**config.mk**
```make
export PLATFORM = sky130hd
export DESIGN_NAME = sfm_slot_cache
export DESIGN_NICKNAME = d
export VERILOG_FILES = /design/src/rtl/sfm_pkg.sv /design/src/rtl/sfm_slot_free_finder.sv /design/src/rtl/sfm_slot_cache.sv
export SDC_FILE = /design/constraint.sdc
export NUM_CORES = 1
export LEC_CHECK = 0
export BUFFER_PORTS_ARGS = -buffer_cell sky130_fd_sc_hd__clkbuf_2
export CORE_MARGIN = 8
export CORE_UTILIZATION = 61
export DETAILED_ROUTE_END_ITERATION = 8
export GPL_TIMING_DRIVEN = 0
export PLACE_DENSITY_LB_ADDON = 0.15
export REMOVE_ABC_BUFFERS = 1
export SYNTH_ARGS = -nofsm -noshare
export SYNTH_HDL_FRONTEND = slang
export SYNTH_HIERARCHICAL = 1
export SYNTH_SLANG_ARGS = --single-unit
```
**constraint.sdc**
```tcl
create_clock -name clk_i -period 9.9 [get_ports clk_i]
set_clock_uncertainty 0.1 [all_clocks]
set_input_delay 1.98 -clock clk_i [delete_from_list [all_inputs] [get_ports clk_i]]
set_output_delay 1.98 -clock clk_i [all_outputs]
set_load 0.02 [all_outputs]
```
**src/rtl/sfm_pkg.sv**
```systemverilog
// Shared types and constants for the softmax slot cache (request/update/response payloads,
// per-slot storage record and performance counters).
package sfm_pkg;

    localparam int unsigned SLOT_ADDR_BITS = 8;
    localparam int unsigned WIDTH_IN       = 16;
    localparam int unsigned WIDTH_ACC      = 32;
    localparam int unsigned PERF_W         = 32;

    // fp16 negative infinity: sign 1, exponent all ones, mantissa 0
    localparam logic [WIDTH_IN-1:0] SLOT_NEG_INF_MAX = 16'hFC00;

    typedef enum logic {
        SLOT_OP_ALLOC = 1'b0,
        SLOT_OP_LOAD  = 1'b1
    } slot_req_kind_e;

    typedef enum logic {
        SLOT_OP_UPDATE = 1'b0,
        SLOT_OP_FREE   = 1'b1
    } slot_upd_kind_e;

    typedef struct packed {
        slot_req_kind_e            op;
        logic [SLOT_ADDR_BITS-1:0] addr;
    } slot_req_op_t;

    typedef struct packed {
        slot_upd_kind_e            op;
        logic [SLOT_ADDR_BITS-1:0] addr;
        logic [WIDTH_IN-1:0]       maximum;
        logic [WIDTH_ACC-1:0]      denominator;
    } slot_update_op_t;

    typedef struct packed {
        logic                 valid;
        logic [WIDTH_IN-1:0]  maximum;
        logic [WIDTH_ACC-1:0] denominator;
    } slot_t;

    typedef struct packed {
        logic [SLOT_ADDR_BITS-1:0] addr;
        logic [WIDTH_IN-1:0]       maximum;
        logic [WIDTH_ACC-1:0]      denominator;
        logic                      err;
    } slot_resp_t;

    typedef struct packed {
        logic [PERF_W-1:0] alloc_cnt;
        logic [PERF_W-1:0] alloc_fail_cnt;
        logic [PERF_W-1:0] load_miss_cnt;
    } slot_perf_t;

endpackage

```
**src/rtl/sfm_slot_free_finder.sv**
```systemverilog
// Lowest-index free slot finder: combinational priority encoder over the valid vector.
module sfm_slot_free_finder #(
    parameter int unsigned N_SLOTS = 16,
    parameter int unsigned IDX_W   = 4
) (
    input  logic [N_SLOTS-1:0] valid,
    output logic               found,
    output logic [IDX_W-1:0]   idx
);

    // Scan high to low so the lowest free index wins.
    always_comb begin
        found = 1'b0;
        idx   = '0;
        for (int i = N_SLOTS - 1; i >= 0; i--) begin
            if (!valid[i]) begin
                found = 1'b1;
                idx   = IDX_W'(i);
            end
        end
    end

endmodule

```
**src/rtl/sfm_slot_cache.sv**
```systemverilog
// Softmax state cache: N_SLOTS {max, denominator, valid} entries with ALLOC/LOAD requests and
// UPDATE/FREE writes. Define SFM_SLOT_CACHE_PERF_EN to build the saturating perf counters.
module sfm_slot_cache
    import sfm_pkg::*;
#(
    parameter int unsigned N_SLOTS   = 16,
    parameter int unsigned ADDR_W    = sfm_pkg::SLOT_ADDR_BITS,
    parameter int unsigned WIDTH_MAX = sfm_pkg::WIDTH_IN,
    parameter int unsigned WIDTH_DEN = sfm_pkg::WIDTH_ACC
) (
    input  logic                                  clk_i,
    input  logic                                  rst_i,
    input  logic                                  req_valid_i,
    output logic                                  req_ready_o,
    input  logic [ADDR_W:0]                       req_op_i,
    input  logic                                  upd_valid_i,
    input  logic [ADDR_W+WIDTH_MAX+WIDTH_DEN:0]   upd_op_i,
    output logic                                  resp_valid_o,
    input  logic                                  resp_ready_i,
    output logic [ADDR_W+WIDTH_MAX+WIDTH_DEN:0]   resp_o,
    output logic [$clog2(N_SLOTS+1)-1:0]          occupancy_o,
    output logic                                  full_o,
    output logic [3*PERF_W-1:0]                   perf_o
);

    localparam int unsigned IDX_W = $clog2(N_SLOTS);
    localparam int unsigned OCC_W = $clog2(N_SLOTS + 1);

    slot_req_op_t    req_op;
    slot_update_op_t upd_op;
    assign req_op = req_op_i;
    assign upd_op = upd_op_i;

    slot_t              slots_q [N_SLOTS];
    logic [N_SLOTS-1:0] valid_vec;

    slot_resp_t        resp_q;
    slot_resp_t        resp_next;
    logic              resp_valid_q;
    logic [OCC_W-1:0]  occ_q;
    logic [OCC_W-1:0]  occ_next;
    logic              full_q;

    logic              free_found;
    logic [IDX_W-1:0]  free_idx;
    logic [IDX_W-1:0]  req_idx;
    logic [IDX_W-1:0]  upd_idx;
    logic              req_in_range;
    logic              upd_in_range;
    logic              req_fire;
    logic              alloc_fire;
    logic              alloc_ok;
    logic              upd_live;
    logic              upd_write;
    logic              free_eff;
    logic              same_addr;

    always_comb begin
        valid_vec = '0;
        for (int i = 0; i < N_SLOTS; i++) begin
            valid_vec[i] = slots_q[i].valid;
        end
    end

    sfm_slot_free_finder #(
        .N_SLOTS (N_SLOTS),
        .IDX_W   (IDX_W)
    ) u_free_finder (
        .valid (valid_vec),
        .found (free_found),
        .idx   (free_idx)
    );

    assign req_idx      = req_op.addr[IDX_W-1:0];
    assign upd_idx      = upd_op.addr[IDX_W-1:0];
    assign req_in_range = {1'b0, req_op.addr} < (ADDR_W+1)'(N_SLOTS);
    assign upd_in_range = {1'b0, upd_op.addr} < (ADDR_W+1)'(N_SLOTS);

    assign req_ready_o = !resp_valid_q || resp_ready_i;
    assign req_fire    = req_valid_i && req_ready_o;
    assign alloc_fire  = req_fire && (req_op.op == SLOT_OP_ALLOC);
    assign alloc_ok    = alloc_fire && free_found;

    // Update-side decisions all use pre-cycle valid bits.
    assign upd_live  = upd_valid_i && upd_in_range && valid_vec[upd_idx];
    assign upd_write = upd_live && (upd_op.op == SLOT_OP_UPDATE);
    assign free_eff  = upd_live && (upd_op.op == SLOT_OP_FREE);
    assign same_addr = upd_live && (upd_op.addr == req_op.addr);

    // Response for the request presented this cycle, with UPDATE forwarding and FREE kill.
    always_comb begin
        resp_next      = '0;
        resp_next.addr = req_op.addr;
        if (req_op.op == SLOT_OP_ALLOC) begin
            if (free_found) begin
                resp_next.addr    = ADDR_W'(free_idx);
                resp_next.maximum = SLOT_NEG_INF_MAX;
            end else begin
                resp_next.addr = '0;
                resp_next.err  = 1'b1;
            end
        end else if (req_in_range && valid_vec[req_idx] && !(same_addr && free_eff)) begin
            if (same_addr && upd_write) begin
                resp_next.maximum     = upd_op.maximum;
                resp_next.denominator = upd_op.denominator;
            end else begin
                resp_next.maximum     = slots_q[req_idx].maximum;
                resp_next.denominator = slots_q[req_idx].denominator;
            end
        end else begin
            resp_next.err = 1'b1;
        end
    end

    always_comb begin
        occ_next = occ_q;
        if (alloc_ok && !free_eff && (occ_q != OCC_W'(N_SLOTS))) begin
            occ_next = occ_q + OCC_W'(1);
        end else if (free_eff && !alloc_ok && (occ_q != '0)) begin
            occ_next = occ_q - OCC_W'(1);
        end
    end

    // Slot storage; only the valid bits are reset.
    always_ff @(posedge clk_i) begin
        if (rst_i) begin
            for (int i = 0; i < N_SLOTS; i++) begin
                slots_q[i].valid <= 1'b0;
            end
        end else begin
            if (alloc_ok) begin
                slots_q[free_idx] <= slot_t'{valid: 1'b1, maximum: SLOT_NEG_INF_MAX, denominator: '0};
            end
            if (upd_write) begin
                slots_q[upd_idx].maximum     <= upd_op.maximum;
                slots_q[upd_idx].denominator <= upd_op.denominator;
            end
            if (free_eff) begin
                slots_q[upd_idx].valid <= 1'b0;
            end
        end
    end

    always_ff @(posedge clk_i) begin
        if (rst_i) begin
            resp_valid_q <= 1'b0;
            resp_q       <= '0;
            occ_q        <= '0;
            full_q       <= 1'b0;
        end else begin
            if (req_fire) begin
                resp_valid_q <= 1'b1;
                resp_q       <= resp_next;
            end else if (resp_ready_i) begin
                resp_valid_q <= 1'b0;
            end
            occ_q  <= occ_next;
            full_q <= (occ_next == OCC_W'(N_SLOTS));
        end
    end

    assign resp_valid_o = resp_valid_q;
    assign resp_o       = resp_q;
    assign occupancy_o  = occ_q;
    assign full_o       = full_q;

`ifdef SFM_SLOT_CACHE_PERF_EN
    slot_perf_t perf_q;
    logic       alloc_fail;
    logic       load_miss;

    assign alloc_fail = alloc_fire && !free_found;
    assign load_miss  = req_fire && (req_op.op == SLOT_OP_LOAD) && resp_next.err;

    // Saturating event counters.
    always_ff @(posedge clk_i) begin
        if (rst_i) begin
            perf_q <= '0;
        end else begin
            if (alloc_fire && (perf_q.alloc_cnt != '1)) begin
                perf_q.alloc_cnt <= perf_q.alloc_cnt + PERF_W'(1);
            end
            if (alloc_fail && (perf_q.alloc_fail_cnt != '1)) begin
                perf_q.alloc_fail_cnt <= perf_q.alloc_fail_cnt + PERF_W'(1);
            end
            if (load_miss && (perf_q.load_miss_cnt != '1)) begin
                perf_q.load_miss_cnt <= perf_q.load_miss_cnt + PERF_W'(1);
            end
        end
    end

    assign perf_o = perf_q;
`else
    assign perf_o = '0;
`endif

endmodule

```
Word level (Yosys, flattened, before mapping)
Memories as Yosys holds them, arrays and structs flattened.
Cells that the tools add are included.
Storage, ports and cells
  logic and storage cells: 111
  bits in registers: 64
  RAM bits: 784
  output and inout port bits: 161
  memories: 1
Memories
  slots_q: depth 16, bits a word 49, rd ports 17, clocked after memory_dff 0, write ports 16, line sfm_slot_cache.sv:34  | slot_t slots_q [N_SLOTS];
Cells by class
  add/sub/neg operators: 2
  multiplexer cells: 67
  bitwise gates (word level): 2
  reduce and logical (&&, ||, !) cells: 25
  equal/unequal tests: 3
  order comparisons: 4
Operator list (count)
  $mux 49: 2
  $reduce_or 49->1: 2
  $mux 48: 2
  $mux 4: 19
  $mux 1: 34
  $mux 16: 2
  $mux 32: 1
  $logic_and 1x1->1: 16
  $lt 8x5->1 const B: 2
  $lt 4x5->1 const B: 2
  $mux 5: 2
  $bmux 1 s4: 2
  $eq 8x8->1: 1
  $mux 8: 1
  $add 5x1->5 const B: 1
  $eq 5x5->1 const B: 1
  $ne 5x5->1 const B: 1
  $reduce_bool 5->1: 1
  $sub 5x1->5 const B: 1
  $logic_not 1->1: 4
  $mux 2: 2
  $not 1->1: 2
  $reduce_bool 2->1: 1
  $logic_or 1x1->1: 1

Longest topological paths before layout
Gate-level depths: netlist of run 1.
An unclocked memory read counts as a cell.
  word-level depth: 24
  depth in mapped cells: 12
  mapped depth without buffers: 10

Hierarchy
The synthesis of run 1 kept the hierarchy.
By module, submodules not included
  sfm_slot_cache: cells each 2637, seq. area each 24663.7 um^2, times used 1, area each 39474.1 um^2
  sfm_slot_free_finder: cells each 34, seq. area each 0.0 um^2, times used 1, area each 166.4 um^2

Worst setup path before layout of run 1
OpenSTA, ideal clock, no wires.
  kind: input port to flip-flop
  start point: in upd_op_i[48]
  end point: mem slots_q[0][0] (netlist name), enable pin
  slack: 2.428 ns
  cell stages on the path: 8
  setup time: 0.525 ns
  arrival time: 6.846 ns
  cells stage by stage: buf_2 -> nor2b_1 -> a22oi_2 -> o2111ai_2 -> a211o_1 -> buf_6 -> buf_12 -> o31ai_1
RTL lines
  from (decl): line sfm_slot_cache.sv:17  | input logic [ADDR_W+WIDTH_MAX+WIDTH_DEN:0] upd_op_i,
  to (decl): line sfm_slot_cache.sv:34

==> flow_metrics.py, run 1 <==
metrics = {
    "worst_setup_path": {
        "crit_path_start_kind": "input pin",
        "r2r_slack_ns": 5.67,
        "worstPathCellList": "clkbuf_2 > mux2i_1 > a22oi_2 > o2111ai_2 > a211o_2 > nor4_4 > buf_6 > inv_1 > nand2_4 > buf_12",
        "cp.depth": 10,
        "arrival_ns": 5.73,
        "rr_worst_depth": 9,
        "end_kind": "register",
        "worstPathRequired_ns": 10.11,
        "max_stage_delay_ns": 0.97,
        "cp_max_fo": 25,
        "crit_family": "simple AND/OR/NAND/NOR gates",
        "critPathKind": "input pin to register",
        "crit_slowest_cell": "nor4_4",
        "critPathBufInv": 4,
    },
    "floorplanning": {
        "boundaryPins": 232,
        "die_height_um": 271,
        "core-area_sq_mm": 0.0643,
        "die_x_um": 271,
        "rows": 93,
        "dieArea_sq_mm": 0.0734,
        "start_util_pct": 61.6,
    },
    "timing": {
        "worstMarginPinSlew_ns": 1.34,
        "rsz0062_at_grt": "no",
        "period_share_pct": 55.7,
        "max_freq_mhz": 181,
        "setup_viol": 0,
        "period_minus_slack_ns": 5.52,
        "hold_viol_final": 0,
        "hold_ws_ns": 0.349,
        "maxSlewViolCount": 0,
        "tns_ns": 0,
        "slew_headroom_pct": 10.5,
    },
    "route": {
        "wl_per_cell_um": 27.6,
        "first_iter_violations": 2199,
        "drt_pre_antenna_iters": 6,
        "vias": 22830,
        "route.antenna.remaining_nets": 0,
        "drc_errors": 0,
        "routed_wl_um": 101000,
        "viasPerCell": 6.20,
    },
    "global_route": {
        "grt_usage_pct": 27.4,
        "use_met2_pct": 47.3,
        "grt_pass1_wl_um": 150000,
        "busiest_layer": "met2",
        "grt_overflow": 0,
        "grt_pass1_vias": 23926,
        "grt_start_max_net_pins": 89,
        "grtUsageMet1_pct": 34.4,
        "grtUsageMet3_pct": 5.56,
        "antenna_found_initial": 4,
    },
    "logic_synthesis": {
        "synth-main-ff-cell": "edfxtp_1",
        "synth_most_common_cell": "edfxtp_1",
        "synth_seq_cells": 848,
        "synth_top_area_share_pct": 58.2,
        "netlist_area_sq_mm": 0.0396,
        "ys_top_cells_by_area": "edfxtp_1, mux4_2, and2_1",
        "yosys-top-cells-count": "edfxtp_1, and2_1, mux4_2, nand2_1, clkbuf_1",
        "synth-edff-count": 768,
        "syn_inst": 2671,
        "syn_avg_cell_area_sq_um": 14.8,
        "ys_types": 58,
        "yosysWarnings": 6,
        "synth_top_cell_by_area": "edfxtp_1",
        "async_flop_share_pct": 0,
        "yosysSeqAreaShare_pct": 62.2,
    },
    "layout": {
        "areaGrowthSynthToFinish_pct": 12.7,
        "regArea_sq_mm": 0.0247,
        "drive_gt1_share_pct": 23.0,
        "multi_input_area_sq_mm": 0.0137,
        "fin_cells": 3683,
        "design_area_sq_mm": 0.0447,
        "nFillCells": 4269,
        "fin_nets": 2826,
    },
    "cts": {
        "htree_levels": 3,
        "cts_sinks": 848,
        "postCtsSetupRepairBufs": 0,
        "cts_buffers": 87,
        "clk_latency_ns": 0.64,
        "ctsHoldBuffers": 0,
        "ctsResizeCount": 0,
        "clk_path_buf_depth": 3,
        "root_buffer": "clkbuf_16",
        "cts_tree": "done",
        "clk_pin_slew_ns": 0.06,
    },
    "place": {
        "place.gp.congestion": 0.846,
        "io_buffer_count": 135,
        "dp_hpwl_um": 65800,
        "placed_cell_area_sq_mm": 0.0418,
        "dp.cells": 3518,
    },
    "hold_path": {
        "hold_class": "register to register",
        "holdPathStages": 2,
    },
    "power": {
        "finalPower_mw": 7.50,
        "p_leak_nw": 14.8,
        "ir_drop_v": 0.000130,
        "cellPowerDensity_mw_per_mm2": 168,
    },
    "job": {
        "maxCapViolations": 0,
    },
    "run_status": {
        "outcome": "finished, final reports clean",
    },
}
[per-stage QoR]
stage / util (%) / worst slack (ns)
after floorplan: - / 2.33
after global placement: 62.2 / -3.57
after detailed placement: 64.9 / 3.54
after CTS: 69.4 / 4.17
after global routing: 69.4 / 4.30
final: 69.4 / 4.38
[cell type report]
cell class | instances | area share (%)
Timing Repair Buffer | 222 | 5.17
Antenna cell | 2 | 0.0112
Clock buffer | 135 | 5.76
Tap cell | 855 | 2.39
Inverter | 15 | 0.126
Clock inverter | 28 | 0.725
Multi-Input combinational cell | 1578 | 30.6
Sequential cell | 848 | 55.2
[sequential cells by signal, summed over array words and instances, names as in the netlist]
name / count
slots_q: 784
occupancy_o: 5
full_o: 1
resp_valid_o: 1
resp_o: 57
[worst paths after layout]
kind | start | endpoint
worst max-delay path | upd_op_i[51] | slots_q[9][40]$_DFFE_PP_
worst min-delay path | resp_o[1]$_SDFFE_PP0P_ | resp_o[1]$_SDFFE_PP0P_
worst max register to register | slots_q[5][48]$_SDFFE_PP0P_ | slots_q[9][40]$_DFFE_PP_
worst min register to register | resp_o[1]$_SDFFE_PP0P_ | resp_o[1]$_SDFFE_PP0P_
[routing by layer]
layer,up-vias,part of all wire [%]
li1,9767,-
met1,11769,37
met2,1087,51
met3,205,8.7
met4,2,3.1
met5,-,0.017
[kinds of logic (layout without fill, tap and decap cells)]
| group | count (synthesis) | count (layout) | share of synthesized area (%) |
|---|---|---|---|
| multiplexers | 307 | 307 | 15.5 |
| AO/OA/AOI/OAI | 153 | 153 | 2.48 |
| buffers and inverters | 340 | 400 | 4.55 |
| AND/OR/NAND/NOR | 1008 | 1008 | 14.9 |
| XOR/XNOR | 11 | 11 | 0.243 |
| adder cells (fa/ha/maj) | 3 | 3 | 0.0947 |
| flip-flops | 848 | 848 | 62.2 |
| other | 1 | 98 | 0.00946 |
[worst register-to-register path, stage by stage (launching register included)]
cell and delay [ns]:
dfxtp_1 0.46, mux2i_1 0.15, a22oi_2 0.22, o2111ai_2 0.16, a211o_2 0.68, nor4_4 0.98, buf_6 0.31, inv_1 0.10
nand2_4 0.42, buf_12 0.30
[cells in the final DEF (no fill, tap or decap), drive strengths merged, types with 3 or more instances in the layout]
master	instances
a31oi	4
a21oi	22
nor4	16
a32oi	4
nand2b	13
a21o	42
a22oi	12
ha	3
o22ai	6
nand4	8
a211oi	6
inv	16
bufinv	7
nor2b	8
clkbuf	270
o21ai	49
nand3	12
nor4b	3
nor3	9
or2	11
mux2i	59
edfxtp	768
mux4	244
nand2	209
clkinv	20
and2	675
mux2	4
buf	87
conb	96
xnor2	10
nor2	34
dfxtp	80
[power by group]
part           switching [mW]  total (mW)  internal, mW  leakage (nW)
clock network            1.35        3.32          1.97          1.42
logic                   0.205       0.310         0.104          7.12
registers             0.00738        3.87          3.86          6.27
total                    1.56        7.50          5.94          14.8
(Power assumes the default switching activity.)
==> run 2, diff against run 1 <==
--- a/config.mk
+++ b/config.mk
@@ -5,9 +5,10 @@
 export SDC_FILE = /design/constraint.sdc
 export NUM_CORES = 1
 export LEC_CHECK = 0
+export ABC_AREA = 1
 export BUFFER_PORTS_ARGS = -buffer_cell sky130_fd_sc_hd__clkbuf_2
 export CORE_MARGIN = 8
-export CORE_UTILIZATION = 61
+export CORE_UTILIZATION = 55
 export DETAILED_ROUTE_END_ITERATION = 8
 export GPL_TIMING_DRIVEN = 0
 export PLACE_DENSITY_LB_ADDON = 0.15
==> constraint.sdc (replaced) <==
create_clock -name clk_i -period 4.45 [get_ports clk_i]
set_clock_uncertainty 0.1 [all_clocks]
set_input_delay 0.89 -clock clk_i [delete_from_list [all_inputs] [get_ports clk_i]]
set_output_delay 0.89 -clock clk_i [all_outputs]
set_load 0.02 [all_outputs]
==> run 2 against run 1 <==
Utilization down 7.8 points. Design area down 1.8%. Sequential share of layout area up 1.0 points. Register-to-register slack worse by 5.4 ns. Critical path depth unchanged. Count of clock-buffer cells in the layout down 13. Synthesized cell count up 55%. Cell count up 39%. Clock power up 130%. Highest routed layer is now met4.
==> flow_metrics.py, run 2 <==
metrics = {
    "logic_synthesis": {
        "synth_top_area_share_pct": 58.6,
        "syn_inst": 4149,
        "synth_seq_cells": 848,
        "yosys-top-cells-count": "nor2_1, edfxtp_1, nand2_1, a21oi_1, o21ai_0",
        "synth-edff-count": 768,
        "ys_top_cells_by_area": "edfxtp_1, nor2_1, nand2_1",
        "synth-main-ff-cell": "edfxtp_1",
        "netlist_area_sq_mm": 0.0394,
        "yosysSeqAreaShare_pct": 62.6,
        "syn_avg_cell_area_sq_um": 9.49,
        "yosysWarnings": 6,
        "ys_types": 40,
        "async_flop_share_pct": 0,
        "synth_most_common_cell": "nor2_1",
        "synth_top_cell_by_area": "edfxtp_1",
    },
    "layout": {
        "drive_gt1_share_pct": 8.64,
        "utilization_pct": 61.6,
        "fin_nets": 4168,
        "regMostFlops": "slots_q",
        "largest_reg_flops": 784,
        "diodes": 0,
        "final_common_cell": "nor2_1",
        "areaGrowthSynthToFinish_pct": 11.5,
        "final_cell_mix": "nor2_1, edfxtp_1, nand2_1",
    },
    "cts": {
        "htree_levels": 3,
        "clk_pin_slew_ns": 0.06,
        "cts_buffers": 89,
        "clk_path_buf_depth": 3,
        "cts_sinks": 848,
        "root_buffer": "clkbuf_16",
        "clk_latency_ns": 0.64,
        "ctsHoldBuffers": 0,
        "cts_tree": "done",
    },
    "worst_setup_path": {
        "max_stage_delay_ns": 0.82,
        "worstPathCellList": "clkbuf_8 > buf_16 > xnor2_1 > nand4_1 > nor2_1 > nand3_2 > inv_6 > nand2_1 > nand3_1 > a21oi_1",
        "arrival_ns": 4.64,
        "crit_path_start_kind": "input pin",
        "crit_family": "buffers and inverters",
        "r2r_start": "resp_valid_o$_SDFFE_PP0P_",
        "end_kind": "register",
        "crit_start": "req_op_i[1]",
        "critPathBufInv": 3,
        "worstPathRequired_ns": 4.84,
        "critPathKind": "input pin to register",
        "crit_slowest_cell": "inv_6",
        "cp_max_fo": 96,
    },
    "global_route": {
        "grt_pass1_wl_um": 173000,
        "grt_overflow": 0,
        "grt_pass1_vias": 28823,
        "grt_usage_pct": 27.6,
        "antenna_found_initial": 0,
        "grt_start_max_net_pins": 124,
    },
    "timing": {
        "final.setup.worst_slack_ns": 0.206,
        "tns_ns": 0,
        "period_share_pct": 95.4,
        "hold_viol_final": 0,
        "max_freq_mhz": 236,
        "worstMarginPinSlew_ns": 1.20,
        "setup_viol": 0,
        "slew_headroom_pct": 19.7,
        "period_minus_slack_ns": 4.24,
        "maxSlewViolCount": 0,
        "rsz0062_at_grt": "no",
    },
    "route": {
        "routed_wl_um": 116000,
        "drc_errors": 0,
        "wl_per_cell_um": 22.6,
        "route.antenna.remaining_nets": 0,
        "viasPerCell": 5.86,
        "drt_pre_antenna_iters": 6,
        "vias": 29976,
        "first_iter_violations": 3472,
    },
    "power": {
        "p_leak_nw": 15.7,
        "cellPowerDensity_mw_per_mm2": 391,
        "ir_drop_v": 0.000285,
    },
    "hold_path": {
        "hold_class": "register to register",
        "holdCritStartpoint": "resp_o[25]$_SDFFE_PP0P_",
    },
    "floorplanning": {
        "die_height_um": 284,
        "start_util_pct": 55.3,
        "boundaryPins": 232,
        "core-area_sq_mm": 0.0712,
        "dieArea_sq_mm": 0.0804,
        "rows": 98,
        "die_x_um": 284,
    },
    "place": {
        "io_buffer_count": 135,
        "dp_hpwl_um": 59400,
        "place.gp.congestion": 0.835,
        "dp_worst_setup_slack_ns": -0.807,
    },
    "job": {
        "maxCapViolations": 0,
    },
    "run_status": {
        "outcome": "finished, final reports clean",
    },
}
-- run 2: worst paths after layout --
| path | end | slack (ns) | cells past startpoint |
|---|---|---|---|
| worst max-delay path | resp_o[12]$_SDFFE_PP0P_ | 0.21 | 10 |
| worst min-delay path | resp_o[25]$_SDFFE_PP0P_ | 0.36 | 2 |
| worst max register to register | slots_q[12][34]$_DFFE_PP_ | 0.24 | 10 |
| worst min register to register | resp_o[25]$_SDFFE_PP0P_ | 0.36 | 2 |
-- run 2: kinds of logic (layout without fill, tap and decap cells) --
kind of cell,Yosys count,count (layout),share of synthesized area [%]
AO/OA/AOI/OAI,767,767,10.9
XOR/XNOR,10,10,0.222
adder cells (fa/ha/maj),3,3,0.0953
buffers and inverters,566,490,6.69
flip-flops,848,848,62.6
other,1,96,0.00952
AND/OR/NAND/NOR,1954,1954,19.5
-- run 2: power breakdown --
group | switching (mW) | internal [mW] | total (mW) | leakage [nW]
Sequential | 0.0136 | 8.59 | 8.60 | 6.11
Combinational | 0.776 | 0.259 | 1.03 | 8.15
Clock | 3.10 | 4.41 | 7.51 | 1.44
-- run 2: layout make-up --
cell class | instances | area, sq um
Tap cell | 950 | 1190
Sequential cell | 848 | 24700
Clock buffer | 122 | 2550
Inverter | 142 | 563
Fill cell | 5921 | 27400
Multi-Input combinational cell | 2830 | 12700
Timing Repair Buffer | 183 | 1830
Clock inverter | 43 | 390
-- run 2: per-stage QoR --
step | instance area, sq um | power, mW | cells | hold slack [ns]
6_report | 43900 | 17.1 | 5118 | 0.363
5_1_grt | 43900 | 17.6 | 5118 | 0.382
4_1_cts | 43800 | 17.1 | 5113 | 0.363
3_5_place_dp | 40800 | 9.78 | 4948 | 0.354
3_3_place_gp | 39500 | 9.81 | 4905 | 0.352
2_1_floorplan | 37600 | 9.40 | 3820 | 0.417
-- run 2: what timing repair did --
action,4_1_cts,5_1_grt
endpoints found under the hold margin,0,0
setup buffers,0,3
resized for setup,2,3
pin swaps,0,2
gates cloned,0,2
setup endpoints to repair,45,57
-- run 2: worst register-to-register path: cells and delay by family (launching register included) --
kind,cells,cell delay [ns]
AND/OR/NAND/NOR,5,1.40
AO/OA/AOI/OAI,1,0.80
flip-flops,1,0.31
buffers and inverters,4,1.23
-- run 2: metal layers --
metal	up-vias	wire, um	GRT usage, %
li1	13762	-	-
met1	14435	45500	36.1
met2	1526	56100	46.7
met3	253	10700	4.51
met4	0	3440	9.32
met5	-	0	0
